<file path="config.mk">
export PLATFORM = sky130hd
export DESIGN_NAME = fine_dual_capture_encoder
export DESIGN_NICKNAME = d
export VERILOG_FILES = /design/src/rtl/fine_dual_capture_encoder.sv
export SDC_FILE = /design/constraint.sdc
export NUM_CORES = 1
export LEC_CHECK = 0
export ABC_AREA = 1
export CAP_MARGIN = 0
export CORE_UTILIZATION = 64
export DETAILED_ROUTE_END_ITERATION = 10
export GPL_ROUTABILITY_DRIVEN = 0
export HOLD_SLACK_MARGIN = 0.1
export PLACE_DENSITY = 0.85
export SYNTH_ARGS = -nofsm -noshare
export SYNTH_HDL_FRONTEND = slang
export SYNTH_SLANG_ARGS = --single-unit
</file>
<file path="constraint.sdc">
create_clock -name clk -period 43 [get_ports clk]
set_input_delay 12.9 -clock clk [delete_from_list [all_inputs] [get_ports clk]]
set_output_delay 12.9 -clock clk [all_outputs]
set_load 0.1 [all_outputs]
</file>
<file path="src/rtl/fine_dual_capture_encoder.sv">
// TDC fine-time stage: metastability column, Start/Stop capture columns and a
// shared two-stage bubble-correcting thermometer encoder behind a valid/ready port.
module fine_dual_capture_encoder #(
    parameter int NUM_TAPS  = 128,
    parameter int CODE_W    = $clog2(NUM_TAPS + 1),
    parameter int TOLERANCE = 4,
    parameter bit EDGE_MODE = 1'b0
) (
    input  logic                clk,
    input  logic                iRst,
    input  logic [NUM_TAPS-1:0] iTaps,
    input  logic                iStartEnable,
    input  logic                iStopEnable,
    output logic                oArbStart,
    output logic                oArbStop,
    output logic [CODE_W-1:0]   oStartCode,
    output logic [CODE_W-1:0]   oStopCode,
    output logic                oStartSat,
    output logic                oStopSat,
    output logic                oValid,
    input  logic                iReady,
    output logic                oMiss
);

    localparam int GROUPS = NUM_TAPS / 4;

    typedef enum logic [1:0] {IDLE, ARMED, ENC, OUT} state_t;

    state_t                  state, state_nxt;
    logic [1:0]              enc_cnt;
    logic [NUM_TAPS-1:0]     meta_col, start_col, stop_col;
    logic                    load_start, load_stop, miss_nxt;
    logic [NUM_TAPS-1:0]     enc_in;
    logic                    vld_p1, sel_p1, vld_p2, sel_p2;
    logic [3*GROUPS-1:0]     part_p1;
    logic [CODE_W-1:0]       code_p2;

    // Majority of each tap with its neighbours; below tap 0 reads as 1, above the top as 0.
    function automatic logic [NUM_TAPS-1:0] bubble_filter(input logic [NUM_TAPS-1:0] t);
        logic [NUM_TAPS+1:0] ext;
        logic [NUM_TAPS-1:0] m;
        ext = {1'b0, t, 1'b1};
        for (int i = 0; i < NUM_TAPS; i++) begin
            m[i] = (ext[i] & ext[i+1]) | (ext[i] & ext[i+2]) | (ext[i+1] & ext[i+2]);
        end
        return m;
    endfunction

    function automatic logic [2:0] popcount4(input logic [3:0] b);
        return 3'(b[0]) + 3'(b[1]) + 3'(b[2]) + 3'(b[3]);
    endfunction

    function automatic logic [CODE_W-1:0] sum_parts(input logic [3*GROUPS-1:0] p);
        logic [CODE_W-1:0] acc;
        acc = '0;
        for (int g = 0; g < GROUPS; g++) begin
            acc = acc + CODE_W'(p[3*g +: 3]);
        end
        return acc;
    endfunction

    function automatic logic is_sat(input logic [CODE_W-1:0] code);
        return (code == '0) || (code == CODE_W'(NUM_TAPS));
    endfunction

    always_comb begin
        state_nxt  = state;
        load_start = 1'b0;
        load_stop  = 1'b0;
        miss_nxt   = 1'b0;
        case (state)
            IDLE: begin
                if (iStartEnable) begin
                    load_start = 1'b1;
                    if (iStopEnable) begin
                        load_stop = 1'b1;
                        state_nxt = ENC;
                    end else begin
                        state_nxt = ARMED;
                    end
                end else if (iStopEnable) begin
                    // A lone Stop still refreshes its column but no measurement starts.
                    load_stop = 1'b1;
                    miss_nxt  = 1'b1;
                end
            end
            ARMED: begin
                miss_nxt = iStartEnable;
                if (iStopEnable) begin
                    load_stop = 1'b1;
                    state_nxt = ENC;
                end
            end
            ENC: begin
                miss_nxt = iStartEnable | iStopEnable;
                if (enc_cnt == 2'd3) state_nxt = OUT;
            end
            OUT: begin
                miss_nxt = iStartEnable | iStopEnable;
                if (iReady) state_nxt = IDLE;
            end
            default: state_nxt = IDLE;
        endcase
    end

    always_ff @(posedge clk or posedge iRst) begin
        if (iRst) begin
            state      <= IDLE;
            enc_cnt    <= '0;
            meta_col   <= '0;
            start_col  <= '0;
            stop_col   <= '0;
            oMiss      <= 1'b0;
            vld_p1     <= 1'b0;
            sel_p1     <= 1'b0;
            vld_p2     <= 1'b0;
            sel_p2     <= 1'b0;
            oStartCode <= '0;
            oStopCode  <= '0;
            oStartSat  <= 1'b0;
            oStopSat   <= 1'b0;
        end else begin
            state    <= state_nxt;
            enc_cnt  <= (state == ENC) ? enc_cnt + 2'd1 : 2'd0;
            meta_col <= iTaps;
            oMiss    <= miss_nxt;
            if (load_start) start_col <= meta_col;
            if (load_stop)  stop_col  <= meta_col;
            // Start goes through the encoder on the first ENC cycle, Stop on the second.
            vld_p1 <= (state == ENC) && (enc_cnt < 2'd2);
            sel_p1 <= enc_cnt[0];
            vld_p2 <= vld_p1;
            sel_p2 <= sel_p1;
            if (vld_p2 && !sel_p2) begin
                oStartCode <= code_p2;
                oStartSat  <= is_sat(code_p2);
            end
            if (vld_p2 && sel_p2) begin
                oStopCode <= code_p2;
                oStopSat  <= is_sat(code_p2);
            end
        end
    end

    assign enc_in = enc_cnt[0] ? stop_col : start_col;

    // Stage 1: edge polarity, bubble filter, 4-tap partial sums
    always_ff @(posedge clk) begin
        logic [NUM_TAPS-1:0] m;
        m = bubble_filter(enc_in ^ {NUM_TAPS{EDGE_MODE}});
        for (int g = 0; g < GROUPS; g++) begin
            part_p1[3*g +: 3] <= popcount4(m[4*g +: 4]);
        end
    end

    // Stage 2: adder tree over the partial sums
    always_ff @(posedge clk) begin
        code_p2 <= sum_parts(part_p1);
    end

    assign oValid    = (state == OUT);
    assign oArbStart = start_col[TOLERANCE];
    assign oArbStop  = stop_col[TOLERANCE];

endmodule

</file>
After elaboration in Yosys (flattened, before gate mapping):

Index checks and enable logic that the tools add are counted.

* bits of input ports: 133
* output and inout bits: 22
* flip-flop bits (word level): 515
* logic and storage cells: 686

* bitwise gates (word level): 508
* equality and inequality tests: 9
* muxes and demuxes: 14
* $lt $le $gt $ge: 1
* add/sub/neg operators: 128
* reductions and logical operators: 10

Operators with widths (number)
* $or 1x1->1: 255
* $and 1x1->1: 253
* $add 8x3->8: 26
* $mux 128: 1
* $add 2x1->3: 32
* $add 3x1->3: 32
* $add 1x1->2: 32
* $mux 2: 6
* $add 7x3->8: 1
* $eq 8x8->1 const B: 1
* $logic_not 8->1: 1
* $pmux 2 s4: 1
* $add 6x3->7: 1
* $add 5x3->6: 1
* $eq 2x2->1 const B: 3
* $ne 2x2->1 const B: 3
* $add 4x3->5: 1
* $mux 1: 5
* $add 3x3->4: 1
* $reduce_and 4->1: 1
* $reduce_or 2->1: 2
* $logic_and 1x1->1: 3
* $pmux 1 s3: 1
* $add 2x1->2 const B: 1
* 6 further kinds: 6

Logic depth before layout (Yosys ltp):

* depth after elaboration: 31
* mapped depth: 24
* depth with buffers taken out: 24

Worst setup path after synthesis:

OpenSTA, ideal clock, no wires.

* kind: register to output
* start: register state[0]
* end: output oValid
* buffers on the path: 0
* slack: 28.909 ns
* arrival time: 1.191 ns
* data required time: 30.100 ns
* cell stages (with the launch flop): 2
* cell sequence: dfrtp_1 -> ha_1

* cells in the longest elaborated chain, start to end: 1

Ends and longest elaborated chain
* start, declared: RTL line 29 `state_t state, state_nxt;`
* start signal, assigned: RTL line 123 `state <= state_nxt;`
* $eq 2x2->1: RTL line 161 `assign oValid = (state == OUT);`
* end, declared: RTL line 20 `output logic oValid,`

Every way passes these cells.

Worst setup path in the final report:

* start: input iStopEnable
* end: register stop_col[51]

* cells in the longest elaborated chain, start to end: 2

Ends and longest elaborated chain
* start, declared: RTL line 13 `input logic iStopEnable,`
* $mux 1: RTL line 75, 81, 89
* $mux 1
* end signal, assigned: RTL line 128 `if (load_stop) stop_col <= meta_col;`
* end, declared: RTL line 31 `logic [NUM_TAPS-1:0] meta_col, start_col, stop_col;`

Every way passes these cells.
A chain may end at the register's enable or synchronous reset.

==> out/metrics.cfg <==
[timing]
skew_ns = 0.01369
rsz0062_at_grt = false
tns_ns = 0
slew_viol_final = 0
fin_crit_sh_pct = 36.32
setup_violations = 0
fmax_ghz = 0.06404
period_minus_slack_ns = 15.62
worst_pin_slew_ns = 1.099
hold_violations = 0
maxSlewHeadroom_pct = 26.76

[global_route]
grt_use_total_pct = 27.99
grt_antenna_before_repair = 0
use_met2_pct = 49.53
grt_pass1_vias = 17630
met3_usage_pct = 3.583
grt_max_degree = 187
grt_pass1_wl_microns = 84390
grt-ovfl-total = 0
grt-busiest-layer = met2
use_met1_pct = 34.89

[layout]
multi_input_area_sq_um = 9468
nFillCells = 2340
ff_latch_area_sq_um = 12370
drive_gt1_share_pct = 6.814
area_delta_synth_final_pct = 14.77
fin_nets = 2892
num_antenna_cells = 0

[placement]
io_buffer_count = 154
hpwl_microns = 33340

[worst_setup_path]
crit_buf_inv = 3
cp_max_fo = 105
crit_family = buffers and inverters
cpPeakStageDelay_ns = 0.79
path_cells = clkdlybuf4s50_1 -> nand2_2 -> buf_4 -> nand2_4 -> buf_4 -> o21ai_0
startpoint_type = primary input
cp.required_ns = 43.46
crit_type = in2reg
cp-end-kind = flop
crit_arrival_ns = 16.07
slowest_stage = buf_4
worst_path_most_repeated_cell = buf_4

[clocking]
numCtsBuffers = 50
post_cts_buffers = 0
cts_max_level = 2
post_cts_resize_count = 0
cts_hold_buf = 0
cts_tree = done
clk_latency_ns = 0.57
clockRootBuffer = clkbuf_16
cts_buffer_depth = 3
cts_sinks = 515
path_clk_slew_ns = 0.06

[routing]
routedWlPerCell_microns = 16.62
vias = 16840
wl_microns = 50720
ant_nets = 0
avgViaCountPerCell = 5.519
first_iter_violations = 1479
drc = 0
drt-pass1-iter-count = 5

[die]
rows = 70
die_x_microns = 194.2
die-area_sq_um = 37690
coreArea_sq_um = 36430
ios = 155
start_util_pct = 64.86
die_height_microns = 194.2

[yosys]
yosys_warnings = 0
synth_seq_cells = 515
syn-num-nets = 2767
synth_cells = 2416
synth_area_sq_um = 23630
synth_area_per_cell_sq_um = 9.781
synth_edf_count = 0
async_flop_share_pct = 79.81
yosysSeqAreaShare_pct = 52.34
synth_flop_cell = dfrtp_1
synthDistinctLibCells = 31

[run_status]
status = completed

[job]
drv_cap = 0

[worst_hold_path]
holdCritPathClass = reg2reg

stage by stage:
stage                     worst slack, ns  instance area, sq um  std cells  util (%)  hold WS [ns]
after floorplan                     18.66                 23630       2416         -        0.3312
after global placement              26.92                 25330       2957     69.52        0.3342
after detailed placement            26.84                 25330       2957     69.52        0.3347
after CTS                           27.42                 27120       3051     74.44        0.3482
after global routing                27.08                 27120       3051     74.44        0.3708
final                               27.38                 27120       3051     74.44        0.3471
sequential cells by signal, indices dropped and copies added (netlist names), 2 cells and up:
name and flops:
meta_col 128, start_col 128, stop_col 128, part_p1 96, code_p2 8, oStartCode 8
oStopCode 8, enc_cnt 2, state 2
cell families (layout without fill, tap and decap cells):
group / Yosys count / count (layout) / share of synthesized area [%]
DFF: 515 / 515 / 52.34
xor gates and xnor gates: 6 / 6 / 0.2224
and+or+nand+nor: 822 / 822 / 13.71
muxes: 37 / 37 / 1.763
AOI/OAI and AO/OA: 388 / 388 / 8.848
adders and majority gates: 218 / 218 / 15.45
buffers and inverters: 430 / 597 / 7.672
final timing paths:
| path | slack [ns] | end | cells past startpoint | start |
|---|---|---|---|---|
| max in group asynchronous | 27.57 | stop_col[53]$_DFFE_PP0P_ | 4 | iRst |
| worst min register to register | 0.35 | vld_p2$_DFF_PP0_ | 0 | vld_p1$_DFF_PP0_ |
| min in group asynchronous | 12.93 | meta_col[115]$_DFF_PP0_ | 2 | iRst |
| worst max-delay path | 27.38 | stop_col[51]$_DFFE_PP0P_ | 6 | iStopEnable |
| worst max register to register | 37.29 | code_p2[7]$_DFF_P_ | 19 | part_p1[14]$_DFF_P_ |
| worst min-delay path | 0.35 | vld_p2$_DFF_PP0_ | 0 | vld_p1$_DFF_PP0_ |
worst reg2reg max path, cell delays in order (launching register included):
cell and delay, ns:
dfxtp_1 0.32, inv_1 0.08, fa_1 0.55, inv_1 0.07
fa_1 0.46, fa_1 0.54, fa_1 0.52, fa_1 0.51
fa_1 0.51, fa_1 0.54, inv_1 0.05, fa_1 0.50
inv_1 0.07, fa_1 0.45, nand2_1 0.09, nand2_1 0.08
nand3_1 0.10, nand2_1 0.05, nand2_1 0.05, nand2_1 0.04
placed cells by master (no fill, tap or decap), types with 3 or more instances in the layout:
master,count
mux2_2,37
dfxtp_1,104
xnor2_1,4
clkbuf_1,9
bufinv_16,8
clkbuf_8,7
clkbuf_16,53
clkinv_1,3
nor2_1,163
o21ai_2,37
clkinv_2,10
dfrtp_1,410
buf_4,8
or2_2,4
fa_1,123
o21ai_0,122
nand3_1,106
o21ai_1,84
a21oi_1,141
nand2_1,541
clkdlybuf4s50_1,154
inv_1,338
ha_1,95
cells in the mapped netlist (2+ instances only):
master,instances,share of area (%)
a21oi_1,141,3.0
buf_2,28,0.59
buf_4,12,0.38
buf_6,14,0.67
clkbuf_1,32,0.51
clkbuf_2,2,0.042
dfrtp_1,411,44
dfxtp_1,104,8.8
fa_1,123,10
ha_1,95,5.0
inv_1,339,5.4
mux2_2,37,1.8
nand2_1,544,8.6
nand3_1,106,2.2
nor2_1,163,2.6
nor3_1,2,0.042
o21ai_0,122,2.6
o21ai_1,84,1.8
o21ai_2,37,1.4
o21bai_1,2,0.064
or2_2,4,0.11
xnor2_1,4,0.15
xor2_1,2,0.074
routing by layer:
metal,up-vias,wire (microns)
li1,7807,-
met1,8262,19790
met2,635,26360
met3,133,2777
met4,0,1801
met5,-,0
final cells by class:
class / count / area share [%]
clock buffers: 69 / 5.370
clock inverters: 25 / 1.236
flip-flops and latches: 515 / 45.61
multi-input cells: 1471 / 34.91
well taps: 468 / 2.159
inverters: 340 / 4.733
repair buffers: 163 / 5.979
Power is left out: the tool's default activity adds up to more than one toggle a clock period on the data nets, which glitch-free logic cannot reach.
